===== src/rtl/cmp_seq.sv =====
// -----------------------------------------------------------------------------
// cmp_seq -- sequential magnitude comparator for multi-chunk operands.
//
// Two operands A and B arrive one W-bit chunk per transfer, least-significant
// chunk first. Chunk s_last marks the most significant chunk. The block tracks
// a running lt/eq/gt verdict. A differing chunk overrides whatever the lower
// chunks decided, and an equal chunk leaves the verdict alone, so the last
// differing (most significant) chunk wins. After the last chunk the verdict and
// the chunk count n are presented on the result side until they are consumed.
//
// Handshake: a transfer happens on a rising clock edge where valid and ready are
// both high. A valid without the matching ready is ignored, and so is a ready
// without the matching valid. Once the source raises s_valid it holds
// s_a/s_b/s_last until the transfer completes. Once the block raises m_valid it
// holds lt/eq/gt/n until the transfer completes.
//
// Parameters
//   ORDER   chunk width W = 2**ORDER bits
//   SIGNED  1: the most significant chunk is compared as signed (two's
//           complement of the whole operand), 0: fully unsigned compare
//   CW      width of the chunk counter n (wraps modulo 2**CW)
//
// Ports
//   clock      sole clock, rising edge
//   reset      asynchronous, active-high reset
//   s_valid    chunk present on s_a/s_b/s_last
//   s_ready    block accepts a chunk (high in ACC)
//   s_a, s_b   operand chunks, W bits each
//   s_last     chunk is the most significant of the operand
//   m_valid    result valid (high in DONE)
//   m_ready    consumer accepts the result
//   lt/eq/gt   whole-operand verdict, exactly one is high
//   n          number of chunks in the compared operand
//   dbg_state  current FSM state (0 = ACC, 1 = DONE)
// -----------------------------------------------------------------------------
module cmp_seq #(
  parameter int ORDER  = 3,
  parameter int SIGNED = 0,
  parameter int CW     = 8,
  localparam int W     = 2 ** ORDER
) (
  input  logic          clock,
  input  logic          reset,
  input  logic          s_valid,
  output logic          s_ready,
  input  logic [W-1:0]  s_a,
  input  logic [W-1:0]  s_b,
  input  logic          s_last,
  output logic          m_valid,
  input  logic          m_ready,
  output logic          lt,
  output logic          eq,
  output logic          gt,
  output logic [CW-1:0] n,
  output logic          dbg_state
);

  typedef enum logic {
    ACC  = 1'b0,
    DONE = 1'b1
  } state_t;

  state_t        r_state;
  logic          r_m_valid;
  logic          r_lt;
  logic          r_eq;
  logic          r_gt;
  logic [CW-1:0] r_n;

  logic w_s_xfer;
  logic w_m_xfer;
  logic w_chunk_ne;
  logic w_chunk_lt;

  // Transfers are qualified by the registered state only, so nothing on the
  // input side reaches the result outputs without passing through a flop.
  assign w_s_xfer = s_valid & (r_state == ACC);
  assign w_m_xfer = m_ready & (r_state == DONE);

  assign w_chunk_ne = (s_a != s_b);

  // Only the most significant chunk carries the sign bit. Lower chunks of a
  // two's-complement number are plain unsigned digits.
  always_comb begin
    w_chunk_lt = (s_a < s_b);
    if ((SIGNED != 0) && s_last) begin
      w_chunk_lt = ($signed(s_a) < $signed(s_b));
    end
  end

  always_ff @(posedge clock or posedge reset) begin
    if (reset) begin
      r_state   <= ACC;
      r_m_valid <= 1'b0;
      r_lt      <= 1'b0;
      r_eq      <= 1'b1;
      r_gt      <= 1'b0;
      r_n       <= '0;
    end else begin
      case (r_state)
        ACC: begin
          if (w_s_xfer) begin
            r_n <= r_n + CW'(1);
            // Equal chunks keep the verdict of the lower chunks.
            if (w_chunk_ne) begin
              r_lt <= w_chunk_lt;
              r_gt <= ~w_chunk_lt;
              r_eq <= 1'b0;
            end
            if (s_last) begin
              r_state   <= DONE;
              r_m_valid <= 1'b1;
            end
          end
        end
        DONE: begin
          if (w_m_xfer) begin
            r_state   <= ACC;
            r_m_valid <= 1'b0;
            r_lt      <= 1'b0;
            r_eq      <= 1'b1;
            r_gt      <= 1'b0;
            r_n       <= '0;
          end
        end
        default: begin
          r_state   <= ACC;
          r_m_valid <= 1'b0;
        end
      endcase
    end
  end

  assign m_valid   = r_m_valid;
  assign s_ready   = ~r_m_valid;
  assign lt        = r_lt;
  assign eq        = r_eq;
  assign gt        = r_gt;
  assign n         = r_n;
  assign dbg_state = r_state;

endmodule


===== config.mk =====
export PLATFORM = sky130hd
export DESIGN_NAME = cmp_seq
export DESIGN_NICKNAME = d
export VERILOG_FILES = /design/src/rtl/cmp_seq.sv
export SDC_FILE = /design/constraint.sdc
export NUM_CORES = 1
export LEC_CHECK = 0
export ABC_CLOCK_PERIOD_IN_PS = 2300
export BUFFER_PORTS_ARGS = -buffer_cell sky130_fd_sc_hd__buf_2
export CORE_AREA = 5 5 47 49
export DETAILED_ROUTE_END_ITERATION = 12
export DIE_AREA = 0 0 52 54
export GPL_ROUTABILITY_DRIVEN = 0
export MAX_ROUTING_LAYER = met4
export PLACE_DENSITY = 0.84
export SETUP_SLACK_MARGIN = 0.15
export SYNTH_ARGS = -nofsm -noshare
export SYNTH_HDL_FRONTEND = slang
export SYNTH_SLANG_ARGS = --single-unit

===== constraint.sdc =====
create_clock -name clock -period 2.3 [get_ports clock]
set_input_delay 0.46 -clock clock [delete_from_list [all_inputs] [get_ports clock]]
set_output_delay 0.46 -clock clock [all_outputs]
set_load 0.05 [all_outputs]

=== Word-level counts from Yosys, hierarchy flattened ===
Index checks and enable logic that the tools add are counted.

* $lt $le $gt $ge: 1
* Add/subtract/negate cells: 1
* Bitwise operators: 5
* Mux-type cells: 21
* Eq/ne operators: 5
* Reduce and logical (&&, ||, !) cells: 3

{| class="wikitable"
|+ Operators by type and width
! kind !! count
|-
| 8-bit two-way mux || 2
|-
| 8-bit case mux with 2 select lines || 1
|-
| 1-bit two-way mux || 13
|-
| 1-bit case mux with 2 select lines || 5
|-
| 8-bit by 1-bit adder with 8-bit output (second input constant) || 1
|-
| 8-bit less-than comparator || 1
|-
| 8-bit inequality test || 1
|-
| 2-bit inequality test (second input constant) || 3
|-
| 3-bit AND reduction || 2
|-
| 1-bit NOT || 3
|-
| 1-bit AND || 2
|-
| 2-bit by 1-bit inequality test with 1-bit output (second input constant) || 1
|-
| 2-bit AND reduction || 1
|}

* Bits of input ports: 21
* Output and inout port bits: 14
* Register bits: 13
* Word-level logic and storage cells: 42

=== Logic depth before layout (Yosys ltp) ===
* Depth in word-level cells: 5
* Mapped depth: 7
* Gate-level depth less buffers: 7

=== Worst setup path after synthesis ===
OpenSTA, ideal clock, no wires.

* Kind: in2reg
* Start point: input s_b[1]
* End point: register r_lt (netlist: lt)
* Arrival: 1.585 ns
* Setup slack: 0.648 ns
* Library setup time: 0.067 ns
* Required time: 2.233 ns
* Buffers on the path: 0
* Stages: 7
* Cells stage by stage: inv_1 > ha_1 > nor2b_1 > o211ai_1 > a21oi_1 > a2111oi_2 > a22o_1

* Cells in the longest elaborated chain, start to end: 4
* Elaborated cells on any way between the ends: 7
* Classes of those cells: 1 x order compare; 2 x eq/ne; 3 x mux; 1 x reduce/logical

{| class="wikitable"
|+ RTL lines
! item !! line !! text
|-
| start: declaration || 47 || <nowiki>input logic [W-1:0] s_b,</nowiki>
|-
| 8-bit less-than comparator || 85 || <nowiki>w_chunk_lt = (s_a < s_b);</nowiki>
|-
| 1-bit two-way mux || 105 || <nowiki>if (w_chunk_ne) begin</nowiki>
|-
| 1-bit two-way mux || 102 || <nowiki>if (w_s_xfer) begin</nowiki>
|-
| 1-bit case mux with 2 select lines || 100 || <nowiki>case (r_state)</nowiki>
|-
| end signal: assignment || 106 || <nowiki>r_lt <= w_chunk_lt;</nowiki>
|-
| end: declaration || 65 || <nowiki>logic r_lt;</nowiki>
|}

Several ways; a longest one is shown, not always the timed one. The select of a mux whose other input is x is not followed.
A chain may end at the register's enable or synchronous reset.

=== Worst setup path in the final report ===
* Start point: register r_state (netlist: dbg_state)
* End point: register r_lt (netlist: lt)

* Cells in the longest elaborated chain, start to end: 4
* Elaborated cells on any way between the ends: 8
* Classes of those cells: 3 x eq/ne; 1 x mux; 3 x bitwise; 1 x reduce/logical

{| class="wikitable"
|+ RTL lines
! item !! line !! text
|-
| start: declaration || 63 || <nowiki>state_t r_state;</nowiki>
|-
| start signal: assignment || 93 || <nowiki>r_state <= ACC;</nowiki>
|-
| start signal: assignment || 111 || <nowiki>r_state <= DONE;</nowiki>
|-
| start signal: assignment || 118 || <nowiki>r_state <= ACC;</nowiki>
|-
| 1-bit NOT || n/a ||
|-
| 1-bit AND || 77 || <nowiki>assign w_s_xfer = s_valid & (r_state == ACC);</nowiki>
|-
| 2-bit inequality test (no line) || n/a ||
|-
| 3-bit AND reduction (no line) || n/a ||
|}

Several ways; a longest one is shown, not always the timed one.

==> flow_metrics.py <==
metrics = {
    "routing": {
        "drt-total-wl_mm": 1.889,
        "first_pass_iters": 3,
        "vias": 759,
        "drtIter0Drc": 12,
        "wire_per_inst_um": 12.51,
        "drcViolationCount": 0,
        "viasPerCell": 5.026,
        "drt.antenna.violating_nets": 0,
    },
    "critical_path": {
        "crit_type": "reg2reg",
        "worst_path_largest_cell_delay_ns": 0.48,
        "cp_max_fo": 7,
        "cp.required_ns": 2.47,
        "critPathTopFamily": "simple AND/OR/NAND/NOR gates",
        "path_cells": "nor2b_2 -> a21oi_2 -> or2_4 -> a22o_1",
        "start_kind": "flip-flop",
        "endpoint_kind": "flip-flop",
        "slowest_stage": "dfrtp_1",
        "crit_buf_inv": 0,
        "arrival_ns": 1.76,
    },
    "grt": {
        "grt_max_degree": 14,
        "antenna_found_initial": 0,
        "grt_usage_pct": 15.87,
        "grt_overflow": 0,
        "grt_pass1_vias": 818,
        "grt_pass1_wl_mm": 3.215,
    },
    "sta": {
        "drv_slew": 0,
        "fmax_mhz": 627.7,
        "skew_ns": 0.003122,
        "fin_tns_setup_ns": 0,
        "final-setup-viol-count": 0,
        "final.min_clock_period_ns": 1.593,
        "finalCritPeriodShare_pct": 69.27,
        "hold_viol_final": 0,
        "relSlewSlack_pct": 67.21,
        "worst_slew_pin_slew_ns": 0.4913,
        "rsz0062_at_grt": "false",
        "whs_ns": 0.1901,
    },
    "place": {
        "port_buffers": 34,
        "dp.cells": 147,
        "dp_hpwl_mm": 1.557,
    },
    "cts": {
        "cts_buffers": 3,
        "cts_resized": 0,
        "clockRootBuffer": "clkbuf_4",
        "cts_sinks": 13,
        "h-tree-depth": 1,
        "post_cts_buffers": 0,
        "cts_buffer_depth": 2,
        "clkSlewWorstSetupHoldPaths_ns": 0.08,
        "cts_hold_buf": 0,
        "cts_tree": "built",
        "clk_latency_ns": 0.27,
    },
    "cells_and_area": {
        "n_antenna_cell": 0,
        "multi_input_area_um2": 422.9,
        "seq_area_um2": 326.6,
        "syn_to_final_growth_pct": 27.17,
        "layout.nets": 155,
        "finish.cell_count_without_fillers": 151,
        "final_core_util_pct": 56.25,
        "fill_cells": 179,
        "drive_gt1_share_pct": 36.29,
    },
    "power_and_ir_drop": {
        "power.leakage_nw": 0.5670,
        "peakVddDrop_mv": 0.3446,
        "power_density_nw_per_um2": 764.3,
    },
    "floorplanning": {
        "design.portCount": 35,
        "die_w_um": 52,
        "dieHeight_um": 54,
        "start_util_pct": 44.23,
        "core-area_um2": 1822,
        "fp-row-count": 16,
        "fp.dieArea_um2": 2808,
    },
    "yosys": {
        "synth_area_um2": 805.8,
        "async_flop_share_pct": 100.0,
        "synth_warnings": 0,
        "synth_top_area_cell": "dfrtp_1",
        "ys_types": 27,
        "synth_common_cells": "12 x dfrtp_1, 12 x inv_1, 12 x nand2_1, 10 x o21ai_0, 9 x ha_1",
        "synth_area_per_cell_um2": 9.262,
        "ys.flop_type": "dfrtp_1",
        "syn_inst": 87,
        "yosysSeqAreaShare_pct": 40.53,
        "synth_area_leaders": "dfrtp_1 37%, ha_1 14%, o21ai_0 6.2%, inv_1 5.6%, nand2_1 5.6%",
        "synth_edf_count": 0,
        "syn_nets": 117,
        "yosysTopAreaCellShare_pct": 37.27,
        "ys_seq_elements": 13,
    },
    "min_path": {
        "hold_path.class": "in2async",
    },
    "run_status": {
        "status": "finished, final reports clean",
    },
    "run": {
        "maxCapViolCount": 0,
    },
}
-- path summary, 6_finish.rpt --
check                           from      end  slack [ns]  cells past startpoint
hold / removal                 reset     n[3]        0.19                      2
setup / recovery           dbg_state       lt        0.71                      4
setup reg to reg           dbg_state       lt        0.71                      4
hold reg to reg                   eq       eq        0.46                      2
max in group asynchronous      reset       eq        1.76                      2
min in group clock            s_last  m_valid        0.40                      3
-- metal layers --
metal / vias up / global-route usage [%] / routed length (µm)
li1: 382 / - / -
met1: 344 / 16.30 / 740
met2: 29 / 28.87 / 981
met3: 4 / 2.216 / 131
met4: 0 / 9.170 / 36
met5: - / - / 0
-- layout make-up --
type | instances | area share (%)
clock buffers | 4 | 2.564
inverters | 12 | 4.396
multi-input cells | 61 | 41.27
flip-flops and latches | 13 | 31.87
well taps | 27 | 3.297
repair buffers | 34 | 16.61
-- cells by family after synthesis --
logic type / after synthesis / synth area share (%)
compound gates: 23 / 18.01
xor+xnor: 1 / 1.087
fa+ha+maj: 9 / 13.98
buf+inv: 13 / 6.987
flops: 13 / 40.53
mux: 1 / 1.242
simple gates: 27 / 18.17
-- stage by stage --
stage	cell area, µm²	worst slack, ns	power, mW
after floorplan	805.8	0.6478	0.5583
after global placement	998.5	0.5209	0.6338
after detailed placement	998.5	0.4336	0.6479
after CTS	1025	0.7102	0.7906
after global routing	1025	0.5701	0.8262
final	1025	0.7068	0.7832
-- flip-flops by register name, indices dropped and copies added (netlist names) --
register / flops
lt: 1
eq: 1
gt: 1
m_valid: 1
dbg_state: 1
n: 8
-- placed cells by master, fill, tap and decap left out, drive strengths merged, types with 2 or more instances in the layout --
master	instances
a21oi	6
a22o	2
o21ai	10
nor2	5
buf	34
dfrtp	12
nand2	12
nand4	4
clkbuf	4
nor2b	2
a31oi	2
inv	12
ha	9
-- power by group --
group	total, mW	internal, mW	switching [mW]
Combinational	0.321	0.0914	0.230
Clock	0.142	0.0672	0.0749
Sequential	0.320	0.267	0.0526
Total	0.783	0.426	0.357
No activity file was read; power rests on OpenSTA's default activity.
